[src/rtl/key_pkg.sv]
// Shared key-input definitions: debouncer and click-decoder state types
// and default timing values for simulation and board builds.
package key_pkg;

  typedef enum logic [1:0] {
    DB_IDLE    = 2'd0,
    DB_CHECK   = 2'd1,
    DB_PRESSED = 2'd2
  } db_state_t;

  typedef enum logic [1:0] {
    IDLE = 2'd0,
    WAIT = 2'd1,
    HOLD = 2'd2
  } click_state_t;

  localparam int unsigned DOUBLE_WIN_SIM   = 2000;
  localparam int unsigned DOUBLE_WIN_BOARD = 5_000_000;
  localparam int unsigned HOLD_TIME_SIM    = 500;
  localparam int unsigned HOLD_TIME_BOARD  = 1_250_000;

endpackage

[src/rtl/key_click_decode.sv]
// Classifies debounced press pulses into single/double clicks, with a
// post-double-click hold-off and press/drop statistics.
module key_click_decode
  import key_pkg::*;
#(
  parameter int unsigned DOUBLE_WIN = DOUBLE_WIN_SIM,
  parameter int unsigned HOLD_TIME  = HOLD_TIME_SIM,
  parameter int unsigned CNT_W      = 24
) (
  input  logic       clk,
  input  logic       rst,
  input  logic       key_pulse,
  output logic       single_click,
  output logic       double_click,
  output logic       busy,
  output logic [7:0] click_cnt,
  output logic [7:0] drop_cnt
);

  localparam logic [CNT_W-1:0] WIN_LAST  = CNT_W'(DOUBLE_WIN - 1);
  localparam logic [CNT_W-1:0] HOLD_LAST = CNT_W'(HOLD_TIME - 1);

  click_state_t     r_state, w_state_nxt;
  logic [CNT_W-1:0] r_cyc, w_cyc_nxt;
  logic             r_single, w_single_nxt;
  logic             r_double, w_double_nxt;
  logic [7:0]       r_click, w_click_nxt;
  logic [7:0]       r_drop, w_drop_nxt;

  always_ff @(posedge clk) begin
    if (rst) begin
      r_state  <= IDLE;
      r_cyc    <= '0;
      r_single <= 1'b0;
      r_double <= 1'b0;
      r_click  <= '0;
      r_drop   <= '0;
    end else begin
      r_state  <= w_state_nxt;
      r_cyc    <= w_cyc_nxt;
      r_single <= w_single_nxt;
      r_double <= w_double_nxt;
      r_click  <= w_click_nxt;
      r_drop   <= w_drop_nxt;
    end
  end

  always_comb begin
    w_state_nxt  = r_state;
    w_cyc_nxt    = r_cyc;
    w_single_nxt = 1'b0;
    w_double_nxt = 1'b0;
    w_click_nxt  = r_click;
    w_drop_nxt   = r_drop;
    case (r_state)
      IDLE: begin
        if (key_pulse) begin
          w_state_nxt = WAIT;
          w_cyc_nxt   = '0;
          w_click_nxt = r_click + 8'd1;
        end
      end
      WAIT: begin
        // A second press on the expiry edge still counts as a double click.
        if (key_pulse) begin
          w_double_nxt = 1'b1;
          w_state_nxt  = HOLD;
          w_cyc_nxt    = '0;
          w_click_nxt  = r_click + 8'd1;
        end else if (r_cyc == WIN_LAST) begin
          w_single_nxt = 1'b1;
          w_state_nxt  = IDLE;
        end else begin
          w_cyc_nxt = r_cyc + 1'b1;
        end
      end
      HOLD: begin
        if (key_pulse && (r_drop != '1)) w_drop_nxt = r_drop + 8'd1;
        if (r_cyc == HOLD_LAST) w_state_nxt = IDLE;
        else                    w_cyc_nxt   = r_cyc + 1'b1;
      end
      default: begin
        w_state_nxt = IDLE;
        w_cyc_nxt   = '0;
      end
    endcase
  end

  assign single_click = r_single;
  assign double_click = r_double;
  assign busy         = (r_state != IDLE);
  assign click_cnt    = r_click;
  assign drop_cnt     = r_drop;

endmodule

[config.mk]
export PLATFORM = sky130hd
export DESIGN_NAME = key_click_decode
export DESIGN_NICKNAME = d
export VERILOG_FILES = /design/src/rtl/key_pkg.sv /design/src/rtl/key_click_decode.sv
export SDC_FILE = /design/constraint.sdc
export NUM_CORES = 1
export LEC_CHECK = 0
export BUFFER_PORTS_ARGS = -buffer_cell sky130_fd_sc_hd__buf_2
export CELL_PAD_IN_SITES_DETAIL_PLACEMENT = 1
export CELL_PAD_IN_SITES_GLOBAL_PLACEMENT = 1
export CORE_UTILIZATION = 48
export DETAILED_ROUTE_END_ITERATION = 8
export PLACE_DENSITY_LB_ADDON = 0.1
export REMOVE_ABC_BUFFERS = 1
export SETUP_SLACK_MARGIN = 0.1
export SLEW_MARGIN = 20
export SYNTH_ARGS = -nofsm -noshare
export SYNTH_HDL_FRONTEND = slang
export SYNTH_SLANG_ARGS = --single-unit
[constraint.sdc]
create_clock -name clk -period 5.1 [get_ports clk]
set_clock_uncertainty 0.05 [all_clocks]
set_input_delay 1.02 -clock clk [delete_from_list [all_inputs] [get_ports clk]]
set_output_delay 1.02 -clock clk [all_outputs]
set_load 0.02 [all_outputs]
# After elaboration in Yosys (flattened, before gate mapping)
# Cells that the tools add are included.
[totals]
out_inout_bits = 19
register_bits = 44
[classes]
muxes = 12
reduce_logical = 10
bitwise = 1
addsub = 3
eq_ne = 10
[ops]
columns = ["op", "count"]
rows = [
  ["two-way mux 24 bit", 4],
  ["one-hot mux 24 bit (3 select lines)", 1],
  ["adder 24 x 1 -> 24 bit (second input constant)", 1],
  ["equality test 24 x 11 -> 1 bit (second input constant)", 1],
  ["equality test 24 x 9 -> 1 bit (second input constant)", 1],
  ["adder 8 x 1 -> 8 bit (second input constant)", 2],
  ["two-way mux 2 bit", 4],
  ["!= test 8 bit (second input constant)", 1],
  ["!= test 2 bit (second input constant)", 3],
  ["!= test 3 bit (second input constant)", 2],
  ["one-hot mux 2 bit (3 select lines)", 1],
  ["AND reduction 3 bit", 2],
  ["AND reduction 2 bit", 2],
  ["OR reduction 2 bit", 2],
  ["OR reduction 3 bit", 1],
  ["equality test 2 x 1 -> 1 bit (second input constant)", 1],
  ["equality test 2 bit (second input constant)", 1],
  ["zero test 2 bit", 1],
  ["two-way mux 1 bit", 2],
  ["nonzero test 2 bit", 1],
  ["logical AND 1 bit", 1],
  ["inverter 1 bit", 1],
]

# Longest topological paths before layout
# Gate-level depths: netlist (run 1).
[depth]
depth_word = 4
depth_mapped = 9
depth_no_buf = 7

# Least setup slack after synthesis (run 1)
# OpenSTA, ideal clock, no wires.
[synth_timing]
kind = "input -> register"
start = "in key_pulse"
end = "reg r_cyc[5]"
required_ns = 4.979
path_buffers = 1
setup_time_ns = 0.071
arrival_ns = 2.321
path_slack_ns = 2.659
stages = 6
cell_sequence = "nor2b_1 o21a_1 o311ai_4 buf_6 or4_1 a21oi_1"
[synth_between]
elab_chain_len = 2
[synth_lines]
columns = ["element", "line_no", "source"]
rows = [
  ["start, declared", "key_click_decode.sv:12", "input logic key_pulse,"],
  ["!= test 3 bit (no source line) (tied with other cells)", "n/a", ""],
  ["AND reduction 3 bit (no source line) or one-hot mux 24 bit (3 select lines) (tied branches)", "n/a", ""],
  ["end signal, assigned", "key_click_decode.sv:40", "r_cyc <= w_cyc_nxt;"],
  ["end, declared", "key_click_decode.sv:24", "logic [CNT_W-1:0] r_cyc, w_cyc_nxt;"],
]
# Parallel ways exist; a longest one is shown, timed or not.
# A chain may end at the register's enable or synchronous reset.

# Final worst setup path (run 1)
[layout_timing]
start = "in key_pulse"
end = "reg r_cyc[3]"
# The elaborated chain is that of the path after synthesis.

==> impl_metrics.yaml, run 1 <==
status:
  status: "finished, final reports clean"
placement:
  port_buffers: 21
  pre_cts_ws_ps: 2176
  place_congestion: 0.7778
  hpwl_mm: 4.605
  dp.cells: 366
die:
  ioPinCount: 22
  dieHeight_microns: 73.66
  die_area_sq_mm: 0.005426
  core_area_sq_mm: 0.004817
  initial_utilization: 0.5117
  fp-row-count: 25
  die_w_microns: 73.66
detailed_routing:
  drt-initial-drc-count: 119
  drt_wl_total_mm: 6.725
  drcViolationCount: 0
  wl_per_cell_microns: 17.98
  routed_via_density: 6.259
  vias: 2341
  drtPass1Iterations: 4
  ant_nets: 0
global_routing:
  antenna_found_initial: 0
  grt_usage: 0.2647
  grt_max_degree: 40
  grt_pass1_vias: 2242
  overflow: 0
  grt_pass1_wl_mm: 10.96
cts:
  cts_setup_buffers: 0
  cts_hold_buf: 0
  htree_levels: 2
  clk_pin_slew_worst_paths_ps: 90
  cts_tree: "built"
  cts_buffers: 5
  clockBufferDepth: 2
  cts_resized: 0
  clock-root-buffer: "clkbuf_8"
  clk_latency_ps: 310
  numClockSinks: 44
power_and_ir_drop:
  seqPwrFrac: 0.490
  ir_drop_uv: 132.7
  p_comb_frac: 0.110
  p_int_uw: 534.9
  sw_frac_of_total: 0.2587
  switching_power_uw: 186.7
  p_total_uw: 721.6
  p_leak_nw: 1.032
  clockPowerShare: 0.400
  power.density_mw_per_mm2: 264.9
worst_hold_path:
  hp-class: "reg -> reg"
worst_setup_path:
  required_ps: 5280
  cp-start-kind: "primary input"
  critPathMaxFanout: 19
  critPathArrivalTime_ps: 2810
  worstSetupPathType: "in -> reg"
  cpMaxStageDelayCell: "or4_1"
  crit_path_max_incr_delay_ps: 560
  crit_path_cell_trace: "buf_2 -> nor2b_1 -> o21a_1 -> o311ai_4 -> or4_1 -> a21oi_1"
  critPathCaptureType: "flop"
timing:
  final-hold-violation-count: 0
  rsz0062_at_grt: "no"
  finalSetupViolCount: 0
  finalWorstSetupSlack_ps: 2471
  tns_ps: 0
  post-route-min-period_ps: 2629
  finalCritPeriodShare: 0.5155
  slew_viol_final: 0
  maxSlewHeadroom: 0.4732
  worstMarginPinSlew_ps: 788.4
  fmax_ghz: 0.3804
finish:
  area_delta_synth_final_pct: 10.51
  utilization: 0.5655
  nets: 315
  final_cells: 374
  drive_gt1_frac: 0.1433
  antenna_cells: 0
  layout_common_cells: "44 x dfxtp_1, 32 x nor2_1, 22 x a21oi_1, 21 x buf_2, 19 x nand2_1"
  layout.cells.most_common: "dfxtp_1"
synthesis:
  synth_top_area_share: 0.3574
  postSynthAreaPerCell_sq_um: 8.500
  postSynthCellCount: 290
  synth_top_flop_cell: "dfxtp_1"
  ys_ff_latch: 44
  yosysTopAreaCell: "dfxtp_1"
  synth_cell_type_count: 49
  synth_edf_count: 0
  async_reset_ff_frac: 0
  yosysWarnings: 0
  seq_area_frac_synth: 0.3574
  netlist_area_sq_mm: 0.002465
  synthTopCellsByArea: "dfxtp_1 36%, nor2_1 4.9%, o31ai_1 4.6%"
flow_run:
  maxCapViolCount: 0
-- metal layers --
layer  share of wire  GRT usage
met1            0.45     0.3271
met2            0.50     0.4557
met3           0.041    0.06859
met4           0.011    0.06838
met5               0          0
-- state kept, by name, indices dropped and copies added, names as in the netlist --
register / flops
single_click: 1
drop_cnt: 8
click_cnt: 8
r_cyc: 24
r_state: 2
double_click: 1
-- power by group through the flow --
stage	combinational, mW	sequential (mW)	clock (mW)
after CTS	0.0794	0.354	0.293
after global routing	0.0867	0.354	0.311
final	0.0792	0.353	0.289
after floorplan	0.0469	0.365	0
after global placement	0.0764	0.361	0
after detailed placement	0.0787	0.361	0
-- area by class of cell --
type                    count  area [sq um]
clock inverters             2         38.79
inverters                   5         18.77
multi-input cells         225          1484
flip-flops and latches     44         880.8
fillers                   609          2093
clock buffers               6         82.58
well taps                  67         83.83
repair buffers             25         135.1
-- synth_stat cells, types with 5 or more instances --
master,count
nor3_1,9
and3_1,6
o31ai_1,15
or3_1,6
xor2_1,6
nand4_1,8
dfxtp_1,44
nand3_1,15
xnor2_1,7
o21ai_0,8
a31oi_1,6
nand2_1,19
o221a_1,5
or4_1,11
ha_1,6
buf_2,6
nor2_1,32
clkbuf_1,6
a21oi_1,22
-- critical path: cells and delay by family --
kind | cells | cell delay (ps)
buffers and inverters | 1 | 140
and+or+nand+nor | 2 | 770
AOI/OAI and AO/OA | 3 | 880
-- final timing paths --
kind                       endpoint                   start  slack [ps]  cells past startpoint
max           r_cyc[3]$_SDFFE_PP0P_               key_pulse        2470                      6
min          r_cyc[23]$_SDFFE_PP0P_  r_cyc[23]$_SDFFE_PP0P_         450                      2
max reg2reg  r_cyc[12]$_SDFFE_PP0P_   r_cyc[0]$_SDFFE_PP0P_        2580                      6
min reg2reg  r_cyc[23]$_SDFFE_PP0P_  r_cyc[23]$_SDFFE_PP0P_         450                      2
-- cells by family (layout without fill, tap and decap cells) --
kind of cell,count (synthesis),count (layout),synth area share
multiplexers,3,3,0.01269
AND/OR/NAND/NOR,133,133,0.3132
AO/OA/AOI/OAI,70,70,0.1975
XOR/XNOR,13,13,0.04619
flip-flops,44,44,0.3574
buffers and inverters,21,38,0.04264
adder cells (fa/ha/maj),6,6,0.03046
-- stage by stage --
stage / instance area (sq um) / hold slack [ps]
5_1_grt: 2724 / 481.4
6_report: 2724 / 449.2
3_3_place_gp: 2603 / 427.5
3_5_place_dp: 2603 / 435.2
4_1_cts: 2724 / 448.8
2_1_floorplan: 2379 / 404.6
(Power assumes the default switching activity.)
==> run 2: changes to the inputs <==
Settings changed: ABC_AREA from default to 1, CORE_UTILIZATION 48 to 38.
Clock period 5.1 ns to 2.36 ns, I/O delays scaled along.
==> impl_metrics.yaml, run 2 <==
worst_setup_path:
  crit_path_max_incr_delay_ps: 330
  rr_worst_depth: 10
  reg2reg_from: "r_state[1]$_SDFFE_PP0P_"
  required_ps: 2560
  r2r_slack_ps: 430
  cpMaxStageDelayCell: "dfxtp_1"
  cpLargestDelayFamily: "buffers and inverters"
  critPathMaxFanout: 20
  r2r_end: "r_cyc[18]$_SDFFE_PP0P_"
  crit_path_cell_trace: "inv_1 -> ha_1 -> inv_1 -> nor2_2 -> o21ai_1 -> inv_2 -> nand2_1 -> nor2_1 -> nand2_1 -> a21oi_2"
  startpoint: "r_state[1]$_SDFFE_PP0P_"
  cp_num_buf_inv: 3
  cp-start-kind: "flop"
  critPathCaptureType: "flop"
  worstSetupPathType: "reg -> reg"
  endpoint: "r_cyc[18]$_SDFFE_PP0P_"
  critPathArrivalTime_ps: 2130
  path_depth: 10
synthesis:
  yosysMostFrequentCell: "nand2_1"
  synth_top_family_by_area: "simple AND/OR/NAND/NOR gates"
  synth_mux_area_frac: 0
  yosysTopAreaCell: "dfxtp_1"
  synth_xor_area_frac: 0.006518
  yosysWarnings: 0
  ys_ff_latch: 44
  async_reset_ff_frac: 0
  synthTopCellsByArea: "dfxtp_1 33%, nand2_1 18%, nor2_1 13%"
  seq_area_frac_synth: 0.3277
  synth_edf_count: 0
  synth_top_flop_cell: "dfxtp_1"
  synth_cell_type_count: 30
  postSynthAreaPerCell_sq_um: 6.207
  synth-simple-area-share: 0.4525
  netlist_area_sq_mm: 0.002688
  netlist_top_cells_count: "130 x nand2_1, 91 x nor2_1, 44 x dfxtp_1"
  synth_top_area_share: 0.3277
  postSynthCellCount: 433
  synth_compound_area_frac: 0.08706
  synthAdderAreaFrac: 0.02793
cts:
  clk_pin_slew_worst_paths_ps: 90
  htree_levels: 2
  numClockSinks: 44
  clk_latency_ps: 300
  clockBufferDepth: 2
  cts_setup_buffers: 0
  clock-root-buffer: "clkbuf_8"
  cts_resized: 0
  cts_hold_buf: 0
  cts_tree: "built"
  cts_buffers: 5
global_routing:
  grt_usage: 0.2039
  grt_pass1_vias: 2553
  antenna_found_initial: 0
  overflow: 0
  grt_pass1_wl_mm: 12.05
  grt_max_degree: 28
die:
  fp-row-count: 30
  ioPinCount: 22
  core_area_sq_mm: 0.006832
  die_w_microns: 86.10
  initial_utilization: 0.3934
  dieHeight_microns: 86.10
  die_area_sq_mm: 0.007413
timing:
  finalSetupViolCount: 0
  post-route-min-period_ps: 1930
  final-hold-violation-count: 0
  rsz0062_at_grt: "no"
  finalCritPeriodShare: 0.8177
  maxSlewHeadroom: 0.6319
  worstMarginPinSlew_ps: 551.6
  slew_viol_final: 0
  fmax_ghz: 0.5182
  tns_ps: 0
detailed_routing:
  drcViolationCount: 0
  ant_nets: 0
  drt_wl_total_mm: 6.874
  drtPass1Iterations: 4
  routed_via_density: 4.778
  drt-initial-drc-count: 73
  wl_per_cell_microns: 12.50
  vias: 2628
finish:
  largest_reg_flops: 24
  layout.cells.most_common: "nand2_1"
  area_delta_synth_final_pct: 9.823
  top_register: "r_cyc"
  antenna_cells: 0
  drive_gt1_frac: 0.1366
  nets: 462
  final_cells: 550
  layout_common_cells: "130 x nand2_1, 91 x nor2_1, 44 x dfxtp_1, 42 x inv_1, 23 x nand3_1"
placement:
  dp.cells: 542
  place_congestion: 0.7895
  hpwl_mm: 5.163
  port_buffers: 21
power_and_ir_drop:
  ir_drop_uv: 477.5
  p_leak_nw: 1.259
  power.density_mw_per_mm2: 741.8
flow_run:
  maxCapViolCount: 0
status:
  status: "finished, final reports clean"
worst_hold_path:
  hp-class: "in -> reg"
[run 2: area by class of cell]
class                      count  area, sq um
sequential                    44        880.8
fill                         965         3880
clock buffer                   5        68.82
timing repair buffer          24        140.1
tap                           96        120.1
inverter                      48        180.2
multi-input combinational    330         1543
clock inverter                 3        18.77
[run 2: worst reg2reg max path, cell delays in order, from the launching register on]
cell and delay, ps:
dfxtp_1 330, inv_1 100, ha_1 250, inv_1 100, nor2_2 180, o21ai_1 150
inv_2 300, nand2_1 90, nor2_1 120, nand2_1 80, a21oi_2 110
[run 2: how the worst min path moves through the flow]
stage                             start                       end  slack (ps)  cells past startpoint
2_1_floorplan     r_cyc[6]$_SDFFE_PP0P_     r_cyc[6]$_SDFFE_PP0P_         410                      2
3_3_place_gp   drop_cnt[0]$_SDFFE_PP0P_  drop_cnt[0]$_SDFFE_PP0P_         430                      1
3_5_place_dp   drop_cnt[0]$_SDFFE_PP0P_  drop_cnt[0]$_SDFFE_PP0P_         430                      1
4_1_cts                       key_pulse   double_click$_SDFF_PP0_         380                      3
5_1_grt                       key_pulse   double_click$_SDFF_PP0_         380                      3
6_report                      key_pulse   double_click$_SDFF_PP0_         380                      3
[run 2: report_power, final]
group	leakage [nW]	internal (mW)	switching (mW)	total (mW)
Clock	0.0479	0.207	0.280	0.487
Sequential	0.356	0.805	0.0579	0.863
Combinational	0.855	0.265	0.575	0.840
Total	1.26	1.28	0.913	2.19
[run 2: through the flow]
step	cell area, sq um	hold WS (ps)	setup slack, ps	power, mW	utilization
2_1_floorplan	2604	411.6	661.8	1.480	-
3_3_place_gp	2864	433.1	545.8	1.708	0.4192
3_5_place_dp	2864	434.5	437.6	1.734	0.4192
4_1_cts	2952	378.1	408.0	2.234	0.4321
5_1_grt	2952	383.5	190.3	2.389	0.4321
6_report	2952	384.9	430.2	2.190	0.4321
[run 2: logic make-up after synthesis]
logic type	count (synthesis)
AND/OR/NAND/NOR	279
XOR/XNOR	2
buffers and inverters	59
adder cells (fa/ha/maj)	6
AO/OA/AOI/OAI	43
flip-flops	44
[run 2: per-layer routing]
layer	track usage	vias up	share of wire
met1	0.2796	1215	0.52
met5	0	-	0
met3	0.03465	8	0.018
met2	0.3297	14	0.45
li1	-	1391	-
met4	0.05455	0	0.011
